<file path="config.mk">
export PLATFORM = sky130hd
export DESIGN_NAME = lzc_normalizer_pipe
export DESIGN_NICKNAME = d
export VERILOG_FILES = /design/src/rtl/lzc_normalizer_pipe.sv
export SDC_FILE = /design/constraint.sdc
export NUM_CORES = 1
export LEC_CHECK = 0
export BUFFER_PORTS_ARGS = -buffer_cell sky130_fd_sc_hd__buf_4
export CORE_MARGIN = 8
export CORE_UTILIZATION = 50
export DETAILED_ROUTE_END_ITERATION = 12
export GPL_ROUTABILITY_DRIVEN = 0
export PLACE_DENSITY = 0.74
export REMOVE_ABC_BUFFERS = 1
export SLEW_MARGIN = 20
export SYNTH_ARGS = -nofsm -noshare
export SYNTH_HDL_FRONTEND = slang
export SYNTH_SLANG_ARGS = --single-unit
</file>
<file path="constraint.sdc">
create_clock -name clk -period 1.9 [get_ports clk]
set_input_delay 0.285 -clock clk [delete_from_list [all_inputs] [get_ports clk]]
set_output_delay 0.285 -clock clk [all_outputs]
set_load 0.01 [all_outputs]
</file>
<file path="src/rtl/lzc_normalizer_pipe.sv">
// Two-stage leading-zero / leading-one counter with left-normalisation.
// Stage 1 registers the operand, its count and the zero flag.
// Stage 2 registers the count and the normalised mantissa.
// Handshake: valid/ready with a single global stall. Both stages hold
// whenever stage 2 has a result that downstream has not taken.
module lzc_normalizer_pipe #(
    parameter int  in_width  = 32,
    localparam int cnt_width = $clog2(2**$clog2(in_width) + 1)
) (
    input  logic                 clk,
    input  logic                 rst,
    input  logic                 in_valid,
    output logic                 in_ready,
    input  logic [in_width-1:0]  Di,
    input  logic                 mode,
    output logic                 out_valid,
    input  logic                 out_ready,
    output logic [cnt_width-1:0] Do,
    output logic [in_width-1:0]  Dnorm,
    output logic                 zero
);

    logic                 advance;
    logic [in_width-1:0]  op;
    logic [cnt_width-1:0] cnt;

    logic                 s1_valid;
    logic [in_width-1:0]  s1_data;
    logic [cnt_width-1:0] s1_cnt;
    logic                 s1_zero;

    // An empty stage 2 always advances, so bubbles collapse even when
    // downstream is not ready.
    assign advance  = ~(out_valid & ~out_ready);
    assign in_ready = advance;

    // Leading-ones mode is counted as leading zeros of the inverted operand.
    assign op = mode ? ~Di : Di;

    // Priority scan: the highest set bit wins. With no set bit the count
    // saturates at in_width, as if the operand were padded below with 1s.
    always_comb begin
        cnt = cnt_width'(in_width);
        for (int i = 0; i < in_width; i++) begin
            if (op[i]) begin
                cnt = cnt_width'(in_width - 1 - i);
            end
        end
    end

    // Stage 1: capture the original operand (not op) plus count and zero flag.
    always_ff @(posedge clk) begin
        if (rst) begin
            s1_valid <= 1'b0;
            s1_data  <= '0;
            s1_cnt   <= '0;
            s1_zero  <= 1'b0;
        end else if (advance) begin
            s1_valid <= in_valid;
            if (in_valid) begin
                s1_data <= Di;
                s1_cnt  <= cnt;
                s1_zero <= (cnt == cnt_width'(in_width));
            end
        end
    end

    // Stage 2: normalise. A zero operand yields zero in both modes.
    always_ff @(posedge clk) begin
        if (rst) begin
            out_valid <= 1'b0;
            Do        <= '0;
            Dnorm     <= '0;
            zero      <= 1'b0;
        end else if (advance) begin
            out_valid <= s1_valid;
            if (s1_valid) begin
                Do    <= s1_cnt;
                Dnorm <= s1_zero ? '0 : (s1_data << s1_cnt);
                zero  <= s1_zero;
            end
        end
    end

endmodule

</file>
**Yosys cells after proc, flatten, opt, wreduce, memory -nomap -nowiden**

Index checks and enable logic that the tools add are counted.
W data, S select, Z words.

- Register bits after elaboration: 80
- Input port bits: 37
- Output and inout bits: 41

- Equal/unequal tests: 1
- Shifts and indexed selects: 1
- Multiplexer cells: 34
- Bitwise operators: 4
- Reductions and logical operators: 2

Operators with widths:

| kind | number |
|---|---|
| $mux W6 | 32 |
| $mux W32 | 2 |
| $not A32 Y32 | 1 |
| $shl A32 B6 Y32 | 1 |
| $eq A6 B6 Y1 const B | 1 |
| $reduce_and A2 Y1 | 2 |
| $not A1 Y1 | 2 |
| $and A1 B1 Y1 | 1 |

**Depth between registers and ports, before layout**

Gate-level depths: netlist of run 1.

- Depth in word-level cells: 35
- Mapped depth: 10
- Gate-level depth less buffers: 7

**Worst setup path after synthesis of run 1**

Ideal clock, no wire load.

- Kind: input to register
- From: in Di[14]
- To: reg s1_cnt[5]
- Setup time: 0.068 ns
- Arrival: 1.991 ns
- Data required time: 1.832 ns
- Setup slack: -0.159 ns
- Stages: 7
- Path buffers: 1
- Path through: clkbuf_1 > or4_1 > o22a_1 > or2_1 > nand2b_4 > or4_4 > a21oi_2

- Cells in the longest elaborated chain, start to end: 20

RTL lines:

| what | RTL line | source |
|---|---|---|
| from (decl) | 14 | `input logic [in_width-1:0] Di,` |
| $not A32 Y32 | 38 | `assign op = mode ? ~Di : Di;` |
| $mux W32 * | 38 |  |
| $mux W6 * (18 in a row) | 45 | `if (op[i]) begin` |
| to (signal assigned) | 62 | `s1_cnt <= cnt;` |
| to (decl) | 29 | `logic [cnt_width-1:0] s1_cnt;` |

Mark *: on every way between the ends. The rest lies on a longest branch, timed or not.
A chain may end at the register's enable or synchronous reset.

**Worst setup path after layout of run 1**

- From: reg s1_cnt[1]
- To: reg Dnorm[12]

- Cells in the longest elaborated chain, start to end: 2

RTL lines:

| what | RTL line | source |
|---|---|---|
| $shl A32 B6 Y32 | 79 | `Dnorm <= s1_zero ? '0 : (s1_data << s1_cnt);` |
| $mux W32 | 79 |  |
| to (signal assigned) | 79 |  |
| to (decl) | 19 | `output logic [in_width-1:0] Dnorm,` |

No other way between the ends.

==> results of run 1 <==
==> path summary, 6_finish.rpt <==
| kind | slack [ps] | depth (start not counted) | endpoint |
|---|---|---|---|
| max | 2 | 5 | Dnorm[12] |
| min | 200 | 3 | s1_data[8] |
| max reg2reg | 2 | 5 | Dnorm[12] |
| min reg2reg | 460 | 2 | Do[0] |
==> flip-flops by register name, indices dropped and copies added (netlist names) <==
signal / count
Dnorm: 32
out_valid: 1
s1_cnt: 6
Do: 6
s1_zero: 1
zero: 1
s1_data: 32
s1_valid: 1
==> placed cells by master, fill, tap and decap left out, types with 10 or more instances in the layout <==
cell type  netlist  layout
nand3_1         17      17
a22oi_1         24      22
nand2_1        130     130
mux2i_1         48      33
dfxtp_1         80      78
mux4_2          10      10
mux2_2          20      15
o22ai_1         16      16
mux2i_2          0      11
a21oi_1         71      71
o21ai_0         27      25
nor2_1          50      48
buf_4            2     139
clkbuf_8         0      11
nor3_1          12      12
==> metal layers <==
layer / global-route usage (%) / routed length [µm]
met1: 25.8 / 6660
met2: 33.4 / 7230
met3: 3.41 / 991
met4: 11.8 / 513
met5: 1.10 / 0
==> synthesized netlist by cell type (all sizes together) (5+ instances only) <==
master	number
or3	7
o22ai	16
nor3	12
a22oi	24
mux4	10
and3	7
clkbuf	39
or4	8
mux2	20
a221oi	5
o21ai	28
a21oi	73
buf	18
inv	7
mux2i	48
nand3	17
nand2	130
nor2	51
dfxtp	80
==> through the flow <==
step                      setup slack (ps)  setup TNS, ps  instances
after floorplan                      -1260         -27370        608
after global placement                -193           -543        889
after detailed placement              -217          -1170        889
after CTS                            -1.72          -1.72        906
after global routing                 -64.9           -403        907
final                                 1.74              0        907
==> critical path, cell delays in order (launching register included) <==
cell	delay (ps)
dfxtp_4	430
mux4_2	570
mux2_4	300
mux2_4	310
a22oi_2	120
nor2_1	50
==> timing repair <==
item | in CTS | in global routing
resized for setup | 10 | 33
setup buffers | 1 | 1
pin swaps | 0 | 4
endpoints found under the setup margin | 16 | 20
==> power groups by stage <==
stage               Combinational, µW  Clock, µW  Sequential (µW)
floorplan                         416          0             1870
global placement                  857          0             1840
detailed placement                877          0             1840
CTS                               893       1320             1810
global route                     1020       1380             1820
finish                            948       1300             1810
==> layout make-up <==
cell class | instances | area (µm²) | share of cell area [%]
Clock buffer | 12 | 155 | 2.35
Clock inverter | 4 | 52.6 | 0.794
Inverter | 7 | 26.3 | 0.397
Multi-Input combinational cell | 521 | 3420 | 51.7
Sequential cell | 80 | 1610 | 24.3
Tap cell | 136 | 170 | 2.57
Timing Repair Buffer | 147 | 1180 | 17.9
==> logic make-up after synthesis <==
| group | count (synthesis) | synth area share [%] |
|---|---|---|
| buffers and inverters | 64 | 5.21 |
| xor gates and xnor gates | 1 | 0.171 |
| AOI/OAI and AO/OA | 185 | 22.8 |
| DFF | 80 | 31.2 |
| muxes | 78 | 18.1 |
| and+or+nand+nor | 257 | 22.5 |
==> metrics, run 1 <==
Clock Path Buffers=2; Post-synth EDFFs=0; 1st-iter DRT viols=496; top cells by area, synth=dfxtp_1, nand2_1, mux2i_1, a21oi_1, mux2_2; Clock Latency Late Sink=370 ps; floorplan die area=0.0138 mm²; IO Pins=78; Syn Std Cell Area=0.00514 mm²; leakage power=between 0.002 and 0.0025 µW; vias post-DR=5,445; DR pass1 iterations=6; Starting Density=between 50% and 60%; warnings from Yosys=0; Reg2Reg Launch Point=s1_cnt[1]; final core occ=65.2%; finished layout cell area=0.00662 mm²; layout filler cell count=830; Die X-Extent=117 µm; status=finished, final reports clean; total power=4060 µW; Critical Path AT=between 2000 and 2500 ps; syn_area_per_cell=7.72 µm²; Post-Route WL=15.4 mm; Layout area overhead=28.8%; initial antenna violation count=0; Post-route DRC=0; Clk network pwr share=32.0%; Syn Inst Count=665; Num CTS Buffers=9; root buffer cell=clkbuf_8; combinational share of power=a little under a quarter; Least-Margin Pin Slew=527 ps; net switching power=1200 µW; launch point of the worst hold path=Di[8]; CTS Hold Buffers Added=0; IO Port Bufs=77; H-tree depth reported by CTS=3; worst hold path type=in2reg; Tcrit/Tclk final=about 100%; core area=0.0101 mm²; Min Clock Period, post-route=about 1900 ps; largest net degree at the start of global routing=45; Slew Viols, Final=0; overall die height=117 µm; fmax=0.527 GHz; Worst-path clk slew=80 ps; area of placed instances=0.00621 mm²; Sw Ratio=29.6%; PwrDens=between 600 and 700 mW/mm²; CP max FO=8; drt wl/cell=around 17 µm; Final Hold Fails=0; vias per inst=6.00; WS Path Type=reg2reg; final setup violation count=0; ANT nets after route=0; async set-or-reset flop fraction in the synthesized netlist=0%; worst setup path start=s1_cnt[1]; clk sinks=80; Startpoint Class=register; first-pass GRT wire length=24.3 mm; CTS tree=built; NumNets Final=803; Final HPWL DP=between 10 and 15 mm; part of the Yosys area used for sequential elements=31.2%; Total GRT Usage=approximately a fifth; VDD IR max=0.285 mV; Unique masters post-synth=64; # diodes=0; Synth top area share=31.2%; RSZ-0062 raised after global routing=yes; Clock Skews=between 10 and 15 ps; Slew HR=64.8%; largest area contributor in the netlist=dfxtp_1; layout cell share with drive strength beyond 1=29.8%; GRT overflow=0; P_int=2860 µW; critical path endpoint category=register; required time of the critical path=2150 ps; Max-Cap Viols=0; Reg power frac=44.7%; Rows=37; Yosys reg bits=80; Post-synth top flop=dfxtp_1; vias in the first global route=5,148; final hold slack=200 ps
Power figures use the tool's default switching activity.
==> inputs of run 2 (changes only) <==
ABC_AREA = 1   (was not set)
PLACE_DENSITY = 0.75   (was 0.74)
==> metrics, run 2 <==
R2R depth=9 (was 5); Clock Latency Late Sink=350 ps (was 370 ps); post-synthesis mux area share=1.05% (was 18.1%); Slew HR=62.7% (was 64.8%); Final HPWL DP=9.68 mm (was 11.4 mm); initial antenna violation count=0 (unchanged); Tcrit/Tclk final=106% (was 99.9%); Post-synth top flop=dfxtp_1 (unchanged); WS Path Type=in2reg (was reg2reg); Clock Path Buffers=2 (unchanged); Final Worst Setup Slack=-122 ps (was 1.74 ps); vias post-DR=5,111 (was 5,445); status=complete, but fails checks (was finished, final reports clean); Syn Std Cell Area=0.00475 mm² (was 0.00514 mm²); Top Registers=Dnorm: 32 flops, s1_data: 32 flops (unchanged); Sum Neg Setup Slack=-173 ps (was 0 ps); CTS Hold Buffers Added=0 (unchanged); Least-Margin Pin Slew=558 ps (was 527 ps); Post-Route WL=13.0 mm (was 15.4 mm); Starting Density=51.4% (was 50.7%); largest area contributor in the netlist=dfxtp_1 (unchanged); overall die height=114 µm (was 117 µm); Compound-Gate Fraction of Synth Area=20.5% (was 22.8%); most frequent cells in the layout=nand2_1, buf_4, nor2_1, dfxtp_1, o21ai_0 (was buf_4, nand2_1, dfxtp_1, a21oi_1, nor2_1); slowest stage cell, crit path=and2b_1 (was mux4_2); Syn Inst Count=756 (was 665); leakage power=0.00272 µW (was 0.00248 µW); clk sinks=80 (unchanged); worst hold path type=in2reg (unchanged); Min Clock Period, post-route=2020 ps (was 1900 ps); drt wl/cell=13.4 µm (was 17.0 µm); layout filler cell count=829 (was 830); PwrDens=740 mW/mm² (was 614 mW/mm²); Final Instance Count excl. Fillers=972 (was 907); Layout area overhead=28.5% (was 28.8%); largest net degree at the start of global routing=50 (was 45); # diodes=0 (unchanged); hold worst-path end=s1_valid (was s1_data[8]); Synth top area share=33.7% (was 31.2%); Max-Cap Viols=0 (unchanged); CP top delay family=simple AND/OR/NAND/NOR gates (was multiplexers); required time of the critical path=2190 ps (was 2150 ps); root buffer cell=clkbuf_8 (unchanged); Worst-path clk slew=90 ps (was 80 ps); top sig layer=met4 (unchanged); Unique masters post-synth=34 (was 64); VDD IR max=0.427 mV (was 0.285 mV); Clock Skews=14.5 ps (was 10.9 ps); CTS tree=built (unchanged); Startpoint Class=input pin (was register); Rows=35 (was 37); core area=0.00924 mm² (was 0.0101 mm²); vias per inst=5.26 (was 6.00); Post-route DRC=0 (unchanged); final setup violation count=2 (was 0); IO Port Bufs=77 (unchanged); failing checks=negative setup slack; H-tree depth reported by CTS=3 (unchanged); finished layout cell area=0.00611 mm² (was 0.00662 mm²); Total GRT Usage=19.6% (was 20.8%); syn_area_per_cell=6.29 µm² (was 7.72 µm²); routed wl met2=6.01 mm (was 7.23 mm); warnings from Yosys=0 (unchanged); Die X-Extent=114 µm (was 117 µm); area share of and/or/nand/nor cells after synthesis=31.7% (was 22.5%); Post-Route M1 WL=6.14 mm (was 6.66 mm); area of placed instances=0.00566 mm² (was 0.00621 mm²); Final Hold Fails=0 (unchanged); ANT nets after route=0 (unchanged); NumNets Final=875 (was 803); part of the Yosys area used for sequential elements=33.7% (was 31.2%); floorplan die area=0.0129 mm² (was 0.0138 mm²); GRT overflow=0 (unchanged); Post-Synth XOR/XNOR Area=5.53% (was 0.171%); CP Buf/Inv Count=1 (was 0); RSZ-0062 raised after global routing=yes (unchanged); vias in the first global route=4,638 (was 5,148); Post-synth EDFFs=0 (unchanged); top cells by area, synth=dfxtp_1, nand2_1, o21ai_0, nor2_1, xnor2_1 (was dfxtp_1, nand2_1, mux2i_1, a21oi_1, mux2_2); CP max FO=2 (was 8); layout cell share with drive strength beyond 1=20.5% (was 29.8%); top-count cell post-synth=nand2_1 (unchanged); DR pass1 iterations=5 (was 6); critical path endpoint category=register (unchanged); Worst Hold Path Cells=4 (was 3); final core occ=66.1% (was 65.2%); Num CTS Buffers=9 (unchanged); Cells after DPL=952 (was 889); Critical Path AT=2320 ps (was 2150 ps); reg2reg end=Dnorm[10] (was Dnorm[12]); fmax=0.494 GHz (was 0.527 GHz); reg2reg setup slack=10 ps (was 2 ps); Yosys reg bits=80 (unchanged); DR WL met3=769 µm (was 991 µm); largest family of logic cells by synthesized area=simple AND/OR/NAND/NOR gates (was compound AO/OA/AOI/OAI gates); Slew Viols, Final=0 (unchanged); crit-path max cell delay=210 ps (was 570 ps); leading cell type in the layout, fill and taps excluded=nand2_1 (was buf_4); async set-or-reset flop fraction in the synthesized netlist=0% (unchanged); Reg2Reg Launch Point=s1_cnt[0] (was s1_cnt[1]); 1st-iter DRT viols=481 (was 496); launch point of the worst hold path=out_ready (was Di[8]); first-pass GRT wire length=21.3 mm (was 24.3 mm); crit-path most repeated cell=nand2_1 (was mux2_4); top cells by count, synth=nand2_1, nor2_1, o21ai_0, dfxtp_1, a21oi_1 (was nand2_1, dfxtp_1, a21oi_1, nor2_1, mux2i_1); Adder-Cell Fraction of Synth Area=0% (unchanged); IO Pins=78 (unchanged)
run 2: tightest hold or removal path, delay by kind of cell:
family	cells	cell delay (ps)
AND/OR/NAND/NOR	2	100
buffers and inverters	1	70
AO/OA/AOI/OAI	1	50
run 2: timing repair:
action	4_1_cts	5_1_grt
pin swaps	2	10
endpoints found under the setup margin	3	20
cloned	0	2
buffers inserted	1	1
gates resized for setup	8	50
run 2: logic make-up (layout without fill, tap and decap cells):
group,count (synthesis),in the layout
AO/OA/AOI/OAI,174,174
XOR/XNOR,30,30
buffers and inverters,87,174
flip-flops,80,80
multiplexers,5,5
AND/OR/NAND/NOR,380,380
run 2: how the worst max path moves through the flow:
stage	start	to	slack [ps]	cells past startpoint
after floorplan	out_valid	Dnorm[30]	-1500	11
after global placement	mode	s1_cnt[0]	-380	30
after detailed placement	mode	s1_cnt[0]	-500	30
after CTS	mode	s1_cnt[0]	-50	30
after global routing	Di[1]	s1_cnt[0]	-470	34
final	Di[4]	s1_cnt[0]	-120	30
run 2: final cells by class:
class                      count  area, µm²  area share [%]
tap                          129        161            2.64
clock buffer                  11        131            2.15
inverter                      35        149            2.44
multi-input combinational    589       2920            47.9
timing repair buffer         123       1060            17.3
sequential                    80       1600            26.2
clock inverter                 5       81.3            1.33
run 2: metrics by stage:
step                      total power (µW)  hold slack (ps)  setup WS, ps
after global routing                  4780              216          -466
after floorplan                       2600              354         -1500
final                                 4520              203          -122
after global placement                3080              453          -381
after detailed placement              3110              456          -502
after CTS                             4450              198         -49.8
run 2: metal layers:
metal | track usage (%) | up-vias
met2 | 32.0 | 158
met5 | 0 | -
met4 | 6.04 | 0
met1 | 25.3 | 2291
li1 | - | 2648
met3 | 4.23 | 14
run 2: power by group:
part	total (µW)	internal, µW	switching [µW]
clock network	1340	741	602
logic	1320	557	761
registers	1860	1790	70.6
==> inputs of run 3 (changes only) <==
ABC_CLOCK_PERIOD_IN_PS = 1900   (was not set)
SETUP_SLACK_MARGIN = 0.5   (was not set)
==> metrics, run 3 (same netlist as run 2, synthesis figures left out) <==
slowest stage cell, crit path=and2b_1 (unchanged); PwrDens=703 mW/mm² (was 740 mW/mm²); CP max FO=5 (was 2); Clock Path Buffers=2 (unchanged); root buffer cell=clkbuf_8 (unchanged); worst hold path type=in2reg (unchanged); DR pass1 iterations=7 (was 5); H-tree depth reported by CTS=3 (unchanged); first-pass GRT wire length=23.3 mm (was 21.3 mm); layout cell share with drive strength beyond 1=28.4% (was 20.5%); Top Registers=Dnorm: 32 flops, s1_data: 32 flops (unchanged); Startpoint Class=input pin (unchanged); Die X-Extent=114 µm (unchanged); initial antenna violation count=0 (unchanged); 1st-iter DRT viols=449 (was 481); Starting Density=51.4% (unchanged); WS Path Type=in2reg (unchanged); final hold slack=195 ps (was 203 ps); drt wl/cell=15.0 µm (was 13.4 µm); Slew HR=63.4% (was 62.7%); FF+latch area=0.00160 mm² (about the same); crit-path most repeated cell=nand2_1 (unchanged); Worst-path clk slew=90 ps (about the same); required time of the critical path=2190 ps (about the same); leading cell type in the layout, fill and taps excluded=nand2_1 (unchanged); Slew Viols, Final=0 (unchanged); Clock Skews=15.1 ps (was 14.5 ps); Min Clock Period, post-route=2260 ps (was 2020 ps); clk sinks=80 (unchanged); final setup violation count=6 (was 2); multi-input logic area=0.00335 mm² (was 0.00292 mm²); Layout area overhead=43.5% (was 28.5%); failing checks=negative setup slack (unchanged); RSZ-0062 raised after global routing=yes (unchanged); Final HPWL DP=9.68 mm (unchanged); vias per inst=5.37 (was 5.26); Final Worst Setup Slack=-361 ps (was -122 ps); Post-route DRC=0 (unchanged); overall die height=114 µm (unchanged); floorplan die area=0.0129 mm² (unchanged); Max-Cap Viols=0 (unchanged); NumNets Final=897 (was 875); pre-CTS WS=-502 ps (unchanged); Tcrit/Tclk final=119% (was 106%); IO Pins=78 (unchanged); CTS Hold Buffers Added=0 (unchanged); ANT nets after route=0 (unchanged); CTS tree=built (unchanged); VDD IR max=0.432 mV (was 0.427 mV); Total GRT Usage=21.7% (was 19.6%); status=complete, but fails checks (unchanged); layout filler cell count=685 (was 829); Critical Path AT=2550 ps (was 2320 ps); Rows=35 (unchanged); leakage power=0.00304 µW (was 0.00272 µW); Final Instance Count excl. Fillers=994 (was 972); IO Port Bufs=77 (unchanged); Post-Route WL=14.9 mm (was 13.0 mm); vias in the first global route=4,971 (was 4,638); Final Hold Fails=0 (unchanged); Cells after DPL=952 (unchanged); largest net degree at the start of global routing=50 (unchanged); crit-path max cell delay=210 ps (about the same); Least-Margin Pin Slew=548 ps (was 558 ps); core area=0.00924 mm² (unchanged); most frequent cells in the layout=nand2_1, buf_4, nor2_1, dfxtp_1, o21ai_0 (unchanged); GRT overflow=0 (unchanged); Clock Latency Late Sink=350 ps (about the same); # diodes=0 (unchanged); fmax=0.442 GHz (was 0.494 GHz); Num CTS Buffers=9 (unchanged); vias post-DR=5,339 (was 5,111); critical path endpoint category=register (unchanged)
run 3: cell count changes in the layout (fill, tap and decap cells not counted), sizes merged:
cell	before	now
buf	121	144
bufbuf	0	1
clkbuf	13	11
run 3: where the power goes:
part / switching [µW] / total (µW) / internal [µW] / leakage [µW]
Combinational: 884 / 1580 / 700 / 0.00227
Sequential: 72.2 / 1860 / 1790 / 0.000658
Clock: 609 / 1350 / 741 / 0.000104
run 3: per-layer routing:
| metal | vias to the layer above | share of wire [%] | track usage (%) | routed length (µm) |
|---|---|---|---|---|
| met1 | 2423 | 43 | 26.7 | 6430 |
| met3 | 24 | 6.1 | 4.38 | 903 |
| met2 | 204 | 49 | 36.2 | 7360 |
| li1 | 2688 | - | - | - |
| met4 | 0 | 1.5 | 8.44 | 228 |
| met5 | - | 0 | 0 | 0 |
run 3: what timing repair did:
action,CTS,global route
resized for setup,103,69
pin swaps,22,22
gates cloned,4,0
buffers inserted,16,6
endpoints found under the setup margin,72,68
run 3: worst max-delay path, delay by kind of cell:
kind / cells / cell delay, ps
AO/OA/AOI/OAI: 1 / 140
XOR/XNOR: 1 / 150
buffers and inverters: 1 / 110
AND/OR/NAND/NOR: 27 / 1880
run 3: stage by stage:
| stage | cell area (µm²) | utilization, % | TNS [ps] | total power, µW |
|---|---|---|---|---|
| final | 6820 | 73.8 | -550 | 4790 |
| after floorplan | 4530 | - | -45030 | 2600 |
| after detailed placement | 5660 | 61.2 | -2030 | 3110 |
| after global placement | 5660 | 61.2 | -1450 | 3080 |
| after global routing | 6820 | 73.8 | -1820 | 5040 |
| after CTS | 6470 | 70.0 | -31.5 | 4650 |
run 3: path summary, 6_finish.rpt:
path                                start   endpoint  slack (ps)  cells after the start
worst max-delay path                 mode  s1_cnt[0]        -360                     30
worst min-delay path            out_ready   s1_valid         200                      4
worst min register to register   s1_valid   s1_valid         460                      2
worst max register to register  s1_cnt[0]  Dnorm[15]         -30                     11
run 3: area by class of cell:
cell class	count	area share [%]
tap	129	2.37
clock inverter	5	1.19
clock buffer	11	1.93
multi-input combinational	589	49.0
timing repair buffer	145	19.8
inverter	35	2.20
sequential	80	23.5
